<file path="config.mk">
export PLATFORM = sky130hd
export DESIGN_NAME = mem_wait_ctl
export DESIGN_NICKNAME = d
export VERILOG_FILES = /design/src/rtl/mem_wait_ctl_pkg.sv /design/src/rtl/mem_wait_ctl.sv
export SDC_FILE = /design/constraint.sdc
export NUM_CORES = 1
export LEC_CHECK = 0
export ABC_CLOCK_PERIOD_IN_PS = 3000
export BUFFER_PORTS_ARGS = -buffer_cell sky130_fd_sc_hd__clkbuf_2
export CORE_AREA = 5 5 46 48
export DETAILED_ROUTE_END_ITERATION = 6
export DIE_AREA = 0 0 51 53
export GPL_TIMING_DRIVEN = 0
export HOLD_SLACK_MARGIN = 0.08
export PLACE_DENSITY_LB_ADDON = 0.15
export SETUP_SLACK_MARGIN = 0.3
export SKIP_LAST_GASP = 1
export SLEW_MARGIN = 20
export SYNTH_ARGS = -nofsm -noshare
export SYNTH_HDL_FRONTEND = slang
export SYNTH_SLANG_ARGS = --single-unit
</file>
<file path="constraint.sdc">
create_clock -name clk -period 3 [get_ports clk]
set_input_delay 0.9 -clock clk [delete_from_list [all_inputs] [get_ports clk]]
set_output_delay 0.9 -clock clk [all_outputs]
set_load 0.01 [all_outputs]
</file>
<file path="src/rtl/mem_wait_ctl_pkg.sv">
// Shared CPU bus package: memory-cycle FSM encoding and default bus timeout.
package mem_wait_ctl_pkg;

  typedef enum logic [1:0] {
    ST_IDLE = 2'd0,
    ST_BUSY = 2'd1,
    ST_NXM  = 2'd2
  } mwc_state_e;

  localparam int unsigned MWC_TIMEOUT_DEF = 255;
  localparam int unsigned MWC_CNTW_DEF    = 8;

endpackage

</file>
<file path="src/rtl/mem_wait_ctl.sv">
// Memory-cycle wait controller: issues a bus request, stalls the timing block
// until busACK, and aborts with nxmFLAG if no target answers within TIMEOUT.
module mem_wait_ctl
  import mem_wait_ctl_pkg::*;
#(
  parameter int unsigned TIMEOUT = MWC_TIMEOUT_DEF,
  parameter int unsigned CNTW    = MWC_CNTW_DEF
) (
  input  logic clk,
  input  logic rst,
  input  logic memSTART,
  input  logic memREAD,
  input  logic memWRITE,
  input  logic memIO,
  input  logic busACK,
  output logic busREQ,
  output logic busREAD,
  output logic busWRITE,
  output logic busIO,
  output logic memWAIT,
  output logic memDONE,
  output logic nxmFLAG
);

  localparam logic [CNTW-1:0] LP_LAST = CNTW'(TIMEOUT - 1);

  mwc_state_e      r_state, w_state_nx;
  logic [CNTW-1:0] r_cnt,   w_cnt_nx;
  logic            r_req,   w_req_nx;
  logic            r_rd,    w_rd_nx;
  logic            r_wr,    w_wr_nx;
  logic            r_io,    w_io_nx;
  logic            r_wait,  w_wait_nx;
  logic            r_done,  w_done_nx;
  logic            r_nxm,   w_nxm_nx;

  // Outputs are computed alongside the next state so every one leaves a flop.
  always_comb begin
    w_state_nx = r_state;
    w_cnt_nx   = r_cnt;
    w_req_nx   = r_req;
    w_rd_nx    = r_rd;
    w_wr_nx    = r_wr;
    w_io_nx    = r_io;
    w_wait_nx  = r_wait;
    w_done_nx  = 1'b0;
    w_nxm_nx   = 1'b0;
    case (r_state)
      ST_IDLE: begin
        if (memSTART && (memREAD || memWRITE)) begin
          w_state_nx = ST_BUSY;
          w_cnt_nx   = '0;
          w_req_nx   = 1'b1;
          w_wait_nx  = 1'b1;
          w_rd_nx    = memREAD;
          w_wr_nx    = memWRITE;
          w_io_nx    = memIO;
        end
      end
      ST_BUSY: begin
        // busACK takes priority over the timeout on the same edge.
        if (busACK || (r_cnt == LP_LAST)) begin
          w_state_nx = busACK ? ST_IDLE : ST_NXM;
          w_req_nx   = 1'b0;
          w_rd_nx    = 1'b0;
          w_wr_nx    = 1'b0;
          w_io_nx    = 1'b0;
          w_wait_nx  = 1'b0;
          w_done_nx  = busACK;
          w_nxm_nx   = ~busACK;
        end else if (r_cnt != '1) begin
          w_cnt_nx = r_cnt + 1'b1;
        end
      end
      ST_NXM: begin
        w_state_nx = ST_IDLE;
      end
      default: begin
        w_state_nx = ST_IDLE;
        w_req_nx   = 1'b0;
        w_rd_nx    = 1'b0;
        w_wr_nx    = 1'b0;
        w_io_nx    = 1'b0;
        w_wait_nx  = 1'b0;
      end
    endcase
  end

  always_ff @(posedge clk) begin
    if (rst) begin
      r_state <= ST_IDLE;
      r_cnt   <= '0;
      r_req   <= 1'b0;
      r_rd    <= 1'b0;
      r_wr    <= 1'b0;
      r_io    <= 1'b0;
      r_wait  <= 1'b0;
      r_done  <= 1'b0;
      r_nxm   <= 1'b0;
    end else begin
      r_state <= w_state_nx;
      r_cnt   <= w_cnt_nx;
      r_req   <= w_req_nx;
      r_rd    <= w_rd_nx;
      r_wr    <= w_wr_nx;
      r_io    <= w_io_nx;
      r_wait  <= w_wait_nx;
      r_done  <= w_done_nx;
      r_nxm   <= w_nxm_nx;
    end
  end

  assign busREQ   = r_req;
  assign busREAD  = r_rd;
  assign busWRITE = r_wr;
  assign busIO    = r_io;
  assign memWAIT  = r_wait;
  assign memDONE  = r_done;
  assign nxmFLAG  = r_nxm;

endmodule
</file>
; ---- Yosys cells after proc, flatten, opt, wreduce, memory -nomap -nowiden
; Index checks and enable logic that the tools add are counted.
[word_totals]
word_cells = 47
ff_bits = 16
out_inout_bits = 7
[classes]
addsub = 1
n_eq_ne = 8
muxes = 17
bitwise_logic = 4
reduce_logical = 9
[op_table]
columns = cell, count
row1 = two-way mux 8 bit, 3
row2 = one-hot mux 8 bit (2 select lines), 1
row3 = one-hot mux 1 bit (3 select lines), 4
row4 = "adder 8 x 1 -> 8 bit, second input constant", 1
row5 = "equality test 8 bit, second input constant", 1
row6 = "!= test 2 bit, second input constant", 4
row7 = "!= test 8 bit, second input constant", 1
row8 = two-way mux 2 bit, 3
row9 = two-way mux 1 bit, 5
row10 = inverter 1 bit, 4
row11 = one-hot mux 2 bit (2 select lines), 1
row12 = AND reduction 4 bit, 1
row13 = AND reduction 3 bit, 1
row14 = OR reduction 3 bit, 1
row15 = "equality test 2 x 1 -> 1 bit, second input constant", 1
row16 = "equality test 2 bit, second input constant", 1
row17 = zero test 2 bit, 1
row18 = logical OR 1 bit, 2
row19 = AND reduction 2 bit, 1
row20 = nonzero test 2 bit, 1
row21 = logical AND 1 bit, 1

; ---- Logic depth before layout (Yosys ltp)
; Gate-level depths: netlist (run 1).
[logic_depth]
depth_word = 4
ltp_mapped = 7
ltp_nobuf = 6

; ---- Worst setup path before layout (run 1)
; No wires, ideal clock.
[synth_timing]
kind = input-to-reg
start = input port busACK
end = register r_cnt[7]
t_arrival_ps = 1897
path_stages = 3
setup_ps = 74
required_ps = 2926
setup_slack_ps = 1029
path_cell_list = or3b_1 > or4_1 > a31oi_1
[synth_via]
elab_chain_len = 3
[synth_rtl]
columns = item, line_no
row1 = from (decl), mem_wait_ctl.sv:15  ; input logic busACK,
row2 = logical OR 1 bit, mem_wait_ctl.sv:62  ; if (busACK || (r_cnt == LP_LAST)) begin
row3 = != test 2 bit (no source line), --
row4 = AND reduction 4 bit (no source line), --
row5 = to (signal assigned), mem_wait_ctl.sv:102  ; r_cnt <= w_cnt_nx;
row6 = to (decl), mem_wait_ctl.sv:28  ; logic [CNTW-1:0] r_cnt, w_cnt_nx;
; No other way between the ends.
; A chain may end at the register's enable or synchronous reset.

; ---- Worst setup path after layout (run 1)
; Ends and elaborated chain as after synthesis.

==> key figures, run 1 <==
GRT
  • Met1 Usage GRT: 0.1894
  • Met2 GRT Util: 0.2511
  • Initial antenna violation count: 0
  • First-pass GRT wire length: 3091 um
  • Met3 Use GR: 0.06197
  • Vias in the first global route: 688
  • Largest net degree at the start of global routing: 11
  • Grt total ovfl: 0
  • Total Routing Usage GR: 0.1585
  • Most Crowded Layer GR: met2

Route
  • Drt via density: roughly 6
  • Antenna-violating nets left: 0
  • TritonRoute pass-1 iters: 4
  • Wire per inst: ~14 um
  • Total number of vias: approximately 790
  • DR DRC count: 0
  • WL final: 1895 um
  • DRT iter0 DRCs: 13

STA
  • Final setup vio count: 0
  • Final worst-path cycle share: 0.6221
  • F_max: 535.9 MHz
  • Hold Slack: slightly below 0.5 ns
  • Worst-Margin Slew: 0.7350 ns
  • Final number of hold-violating endpoints: 0
  • Final Max Slew Viols: 0
  • Tmin final: about 1.9 ns
  • Sum Neg Setup Slack: 0 ns
  • Final WS setup: 1.134 ns
  • Worst clock skew: around 0.012 ns
  • Slew HR: 0.5055
  • RSZ-0062 raised after global routing: false

Power
  • P per Cell Area: between 400 and 500 nW/um2
  • Comb power frac: 0.122
  • Psw: ~110 uW
  • Tot Pwr: ~420 uW
  • Clock power frac: 0.351
  • Peak VDD IR: between 0.3 and 0.4 mV
  • Power Internal: between 300 and 400 uW
  • Sequential share of power: 0.527
  • Leak: between 0.0003 and 0.0004 uW
  • Sw Ratio: 0.2535

Layout
  • # fillers: 151
  • Nets@finish: between 100 and 150
  • N_diodes: 0
  • Share of layout cells above drive strength 1: 0.2368
  • Multi-input logic area: 473.0 um2
  • Area grow syn2layout: 13.97%
  • Flip-flop and latch area: about 320 um2
  • Finished Layout Cells: roughly 130

Die
  • Initial Utilization: 0.5041
  • # IOs: 14
  • Die height: around 53 um
  • Rows: 15
  • Die area: about 2700 um2
  • Core area: roughly 1700 um2
  • Die width: ~51 um

Hold path
  • Min-delay worst type: reg -> reg
  • Hold path startpoint: busIO$_SDFFE_PP0P_

Synth
  • Most instantiated cells after synthesis: dfxtp_1 (16), nand3_1 (10), nand2_1 (9)
  • Count leader, synth: dfxtp_1
  • Mapped Cells: a little under 100
  • Sequential fraction of the synthesis area: 0.3804
  • Library cells used by synthesis: 38
  • Mapped cell area: about 840 um2
  • EDFF count, synth: 0
  • Asr flop ratio synth: 0
  • Ys Warns: 0
  • Syn Nets: ~110
  • Yosys reg bits: 16
  • Largest cells by area after synthesis: dfxtp_1 (38%), nand3_1 (5.9%), nand2_1 (4.0%)
  • Largest area contributor in the netlist: dfxtp_1
  • Yosys top cell area share: 0.3804
  • Main flop type after synthesis: dfxtp_1
  • Syn avg cell area: approximately 8.6 um2

CTS
  • PostCTS Resize Cnt: 0
  • Clk buf depth: 2
  • Clock transition at path regs: ~0.10 ns
  • TritonCTS clock tree: yes
  • Clk sink count: 16
  • Root Buffer: clkbuf_4
  • Cts bufs inserted: 3
  • Skew-Pair Late Insertion Delay: approximately 0.30 ns
  • H-tree levels: 1
  • Number of post-CTS setup repair buffers: 0
  • # hold bufs at CTS: 0

Worst setup path
  • CP startpoint: busACK
  • Arrival @ worst endpoint: approximately 2.1 ns
  • Worst Setup End Kind: flip-flop
  • Crit Path Category: in -> reg
  • Crit Path Max Fanout: 5
  • Setup crit start kind: primary input
  • Worst r2r src: r_cnt[0]$_SDFFE_PP0P_
  • Worst Path Required: ~3.2 ns

Placement
  • Gpl congestion: a little under 0.8
  • DP Worst Slack: ~0.83 ns
  • Post-DP HPWL: approximately 1400 um
  • DP Cell Count: between 100 and 150
  • Port bufs: 12

Job
  • Number of max-cap violations: 0

Run status
  • Status: finished, final reports clean
[cell families (layout without fill, tap and decap cells)]
group,Yosys count,count (layout),share of synthesized area
and+or+nand+nor,45,45,0.3017
AOI/OAI and AO/OA,26,26,0.2303
buffers and inverters,9,25,0.05793
adders and majority gates,2,2,0.02971
DFF,16,16,0.3804
[area by class of cell]
class / count / share of cell area
multi-input combinational: 73 / 0.4928
sequential: 16 / 0.3338
timing repair buffer: 12 / 0.06258
clock buffer: 4 / 0.03781
buffer: 5 / 0.03520
tap: 17 / 0.02216
inverter: 4 / 0.01565
[worst paths after layout]
path | depth (start not counted) | endpoint | slack, ns
worst min register to register | 2 | busIO$_SDFFE_PP0P_ | 0.49
worst min-delay path | 2 | busIO$_SDFFE_PP0P_ | 0.49
worst max-delay path | 4 | r_cnt[7]$_SDFFE_PP0P_ | 1.13
worst max register to register | 7 | r_cnt[3]$_SDFFE_PP0P_ | 1.34
[layout by cell type (no fill, tap or decap), drive strengths merged]
cell | synthesis | final
a41oi | 1 | 1
o31a | 3 | 3
clkbuf | 1 | 17
nand2 | 10 | 10
o21ai | 5 | 5
nor4 | 1 | 1
or2 | 1 | 1
a31oi | 3 | 3
a311oi | 3 | 3
nor2b | 2 | 2
or4 | 2 | 2
o31ai | 2 | 2
buf | 4 | 4
o211ai | 1 | 1
a211oi | 1 | 1
dfxtp | 16 | 16
or3 | 3 | 3
nand2b | 2 | 2
o21ba | 1 | 1
nor3 | 2 | 2
ha | 2 | 2
nor2 | 6 | 6
or3b | 1 | 1
and4 | 1 | 1
nor3b | 2 | 2
inv | 4 | 4
nand3 | 10 | 10
a21oi | 6 | 6
nand4 | 2 | 2
[worst max-delay path, stage by stage]
cell	delay (ns)
clkbuf_2	0.12
or3b_1	0.42
or4_1	0.49
a31oi_1	0.16
[power by group through the flow]
stage,logic [uW],registers (uW),clock network [uW]
global placement,51.0,225,0
finish,51.1,221,147
detailed placement,51.4,226,0
CTS,51.6,221,152
global route,56.7,221,163
floorplan,33.1,227,0
[stage by stage]
step	util	cell area [um2]
global placement	0.5528	923.4
floorplan	-	842.1
detailed placement	0.5528	923.4
global route	0.5745	959.7
finish	0.5745	959.7
CTS	0.5745	959.7
[flip-flops by register name, summed over array words and instances, names as in the netlist]
signal	flops
busIO	1
r_state	2
busWRITE	1
memDONE	1
nxmFLAG	1
r_cnt	8
memWAIT	1
busREAD	1
[routing by layer]
metal  up-vias  share of wire
li1        397              -
met1       366           0.47
met2        21           0.46
met3         2          0.061
met4         0         0.0090
met5         -              0
Note: power is estimated with default switching activity, not from simulation.
==> run 2, diff against run 1 <==
--- a/config.mk
+++ b/config.mk
@@ -5,7 +5,7 @@
 export SDC_FILE = /design/constraint.sdc
 export NUM_CORES = 1
 export LEC_CHECK = 0
-export ABC_CLOCK_PERIOD_IN_PS = 3000
+export ABC_CLOCK_PERIOD_IN_PS = 1960
 export BUFFER_PORTS_ARGS = -buffer_cell sky130_fd_sc_hd__clkbuf_2
 export CORE_AREA = 5 5 46 48
 export DETAILED_ROUTE_END_ITERATION = 6
==> constraint.sdc (replaced) <==
create_clock -name clk -period 1.96 [get_ports clk]
set_input_delay 0.588 -clock clk [delete_from_list [all_inputs] [get_ports clk]]
set_output_delay 0.588 -clock clk [all_outputs]
set_load 0.01 [all_outputs]
==> run 2 against run 1 <==
Combinational power grew 67%. Sequential power grew 52%. Sequential cell count is the same. Clock power grew 54%. Critical path depth grew 1. Sequential share of layout area shrank 1.3 points. Core utilization grew 4.0 points. Largest cell class unchanged. Largest power group unchanged.
==> key figures, run 2 (synthesis results as in run 1) <==
Layout
  • Top Registers: r_cnt (8), r_state (2)
  • Final Util: 0.6142 (+0.03970)
  • Commonest non-fill, non-tap cell in the layout: clkbuf_2
  • Most flops, register: r_cnt
  • Nets@finish: 127 (+2.4%)
  • Most frequent cells in the layout: clkbuf_2 (12), dfxtp_1 (11), nand3_1 (10), nand2_1 (9), a21oi_1 (6)
  • Post-route cell area: 1026 um2 (+6.9%)
  • N_diodes: 0 (unchanged)
  • # fillers: 145 (-4.0%)
  • Max FFs per register: 8 (unchanged)
  • Share of layout cells above drive strength 1: 0.3590 (+0.1221)
  • Area grow syn2layout: 21.84%
  • Finished Layout Cells: 134 (+2.3%)

Route
  • DRT iter0 DRCs: 8 (-5)
  • Total number of vias: 782 (-0.51%)
  • DR DRC count: 0 (unchanged)
  • TritonRoute pass-1 iters: 4 (unchanged)
  • Antenna-violating nets left: 0 (unchanged)
  • Drt via density: 5.836 (-2.7%)
  • WL final: 1993 um (+5.2%)
  • Wire per inst: 14.87 um (+2.8%)

Worst setup path
  • Master of the slowest instance on the critical path: dfxtp_1
  • Worst Path Required: 2.18 ns (-1.05 ns)
  • Setup crit start kind: flip-flop
  • Worst Setup End Kind: flip-flop
  • Cell Chain, Critical Path: nor3b_2 > o31ai_4 > buf_4 > o31a_1 > a311oi_2
  • Max incr delay on CP: 0.41 ns (-0.08 ns)
  • Arrival @ worst endpoint: 1.86 ns (-0.24 ns)
  • Crit Path Category: reg -> reg
  • Crit Path Max Fanout: 9 (+4)

STA
  • F_max: roughly 600 MHz
  • Worst-Margin Slew: 0.7537 ns (+0.01872 ns)
  • Slew HR: 0.4929 (-0.01260)
  • Sum Neg Setup Slack: 0 ns (unchanged)
  • Final setup vio count: 0 (unchanged)
  • Final worst-path cycle share: 0.8356
  • Final WS setup: 0.3223 ns (-0.8115 ns)
  • RSZ-0062 raised after global routing: true
  • Final Max Slew Viols: 0 (unchanged)
  • Final number of hold-violating endpoints: 0 (unchanged)
  • Worst clock skew: 0.01074 ns (-0.001676 ns)
  • Tmin final: between 1.5 and 2 ns

CTS
  • TritonCTS clock tree: yes
  • Clk buf depth: 2 (unchanged)
  • Root Buffer: clkbuf_4
  • Cts bufs inserted: 3 (unchanged)
  • Skew-Pair Late Insertion Delay: 0.30 ns (about the same)
  • Clk sink count: 16 (unchanged)
  • H-tree levels: 1 (unchanged)
  • Clock transition at path regs: 0.10 ns (about the same)

GRT
  • Grt total ovfl: 0 (unchanged)
  • Largest net degree at the start of global routing: 11 (unchanged)
  • First-pass GRT wire length: 3091 um (unchanged)
  • Initial antenna violation count: 0 (unchanged)
  • Vias in the first global route: 688 (unchanged)
  • Total Routing Usage GR: 0.1585 (unchanged)

Hold path
  • Min-delay worst type: reg -> reg

Power
  • P per Cell Area: 631.7 nW/um2 (+45%)
  • Peak VDD IR: 0.4767 mV (+57%)
  • Leak: 0.0003651 uW (+4.3%)

Die
  • Die area: 2703 um2 (unchanged)
  • # IOs: 14 (unchanged)
  • Rows: 15 (unchanged)
  • Core area: 1670 um2 (unchanged)
  • Die height: 53 um (unchanged)
  • Die width: 51 um (unchanged)
  • Initial Utilization: 0.5041 (unchanged)

Placement
  • Gpl congestion: 0.7863 (unchanged)
  • DP Cell Count: 127 (unchanged)
  • Port bufs: 12 (unchanged)
  • DP Worst Slack: 0.1069 ns (-0.7280 ns)
  • Post-DP HPWL: 1389 um (unchanged)
  • Instance area at placement: 923.4 um2 (unchanged)

Run status
  • Status: finished, final reports clean

Job
  • Number of max-cap violations: 0 (unchanged)
## run 2: changes by cell type in the layout (fill, tap and decap cells not counted), moves of 2 or more
| cell | delta |
|---|---|
| a311oi_1 | -2 |
| a311oi_2 | +2 |
| buf_4 | +2 |
| dfxtp_1 | -5 |
| dfxtp_2 | +4 |
| ha_1 | -2 |
## run 2: worst paths after layout
check | start | to | slack (ns) | cells past startpoint
setup / recovery | r_state[1]$_SDFFE_PP0P_ | r_cnt[5]$_SDFFE_PP0P_ | 0.32 | 5
hold reg to reg | busIO$_SDFFE_PP0P_ | busIO$_SDFFE_PP0P_ | 0.49 | 2
setup reg to reg | r_state[1]$_SDFFE_PP0P_ | r_cnt[5]$_SDFFE_PP0P_ | 0.32 | 5
hold / removal | busIO$_SDFFE_PP0P_ | busIO$_SDFFE_PP0P_ | 0.49 | 2
## run 2: layout make-up
| type | count | area [um2] | area share |
|---|---|---|---|
| Tap cell | 17 | 21.27 | 0.02073 |
| Sequential cell | 16 | 329.1 | 0.3207 |
| Multi-Input combinational cell | 73 | 510.5 | 0.4976 |
| Clock buffer | 4 | 36.28 | 0.03537 |
| Buffer | 5 | 33.78 | 0.03293 |
| Inverter | 4 | 15.01 | 0.01463 |
| Timing Repair Buffer | 15 | 80.08 | 0.07805 |
## run 2: power breakdown
| part | total [uW] | internal [uW] | switching (uW) |
|---|---|---|---|
| logic | 85.3 | 35.6 | 49.7 |
| clock network | 226 | 113 | 112 |
| registers | 337 | 332 | 5.01 |
| total | 648 | 481 | 167 |
## run 2: critical path: cells and delay by family, from the launching register on
family | cells | cell delay (ns)
AOI/OAI and AO/OA | 3 | 0.67
buffers and inverters | 1 | 0.16
DFF | 1 | 0.41
and+or+nand+nor | 1 | 0.31
## run 2: timing repair
action | CTS | global route
endpoints found under the setup margin | 2 | 11
pin swaps | 0 | 3
resized for setup | 1 | 13
gates cloned | 0 | 1
buffers inserted | 0 | 2
hold buffers | 0 | 0
## run 2: through the flow
step	hold WS, ns	total power (uW)
5_1_grt	0.5127	680.2
3_3_place_gp	0.4599	423.0
2_1_floorplan	0.4736	398.3
4_1_cts	0.4911	649.1
3_5_place_dp	0.4778	424.1
6_report	0.4860	648.1
## run 2: per-layer routing
| layer | global-route usage | up-vias | part of all wire | wire (um) |
|---|---|---|---|---|
| met3 | 0.06197 | 2 | 0.048 | 96 |
| met4 | 0.06726 | 0 | 0.0085 | 17 |
| met2 | 0.2511 | 15 | 0.48 | 948 |
| li1 | - | 401 | - | - |
| met5 | 0 | - | 0 | 0 |
| met1 | 0.1894 | 364 | 0.47 | 931 |
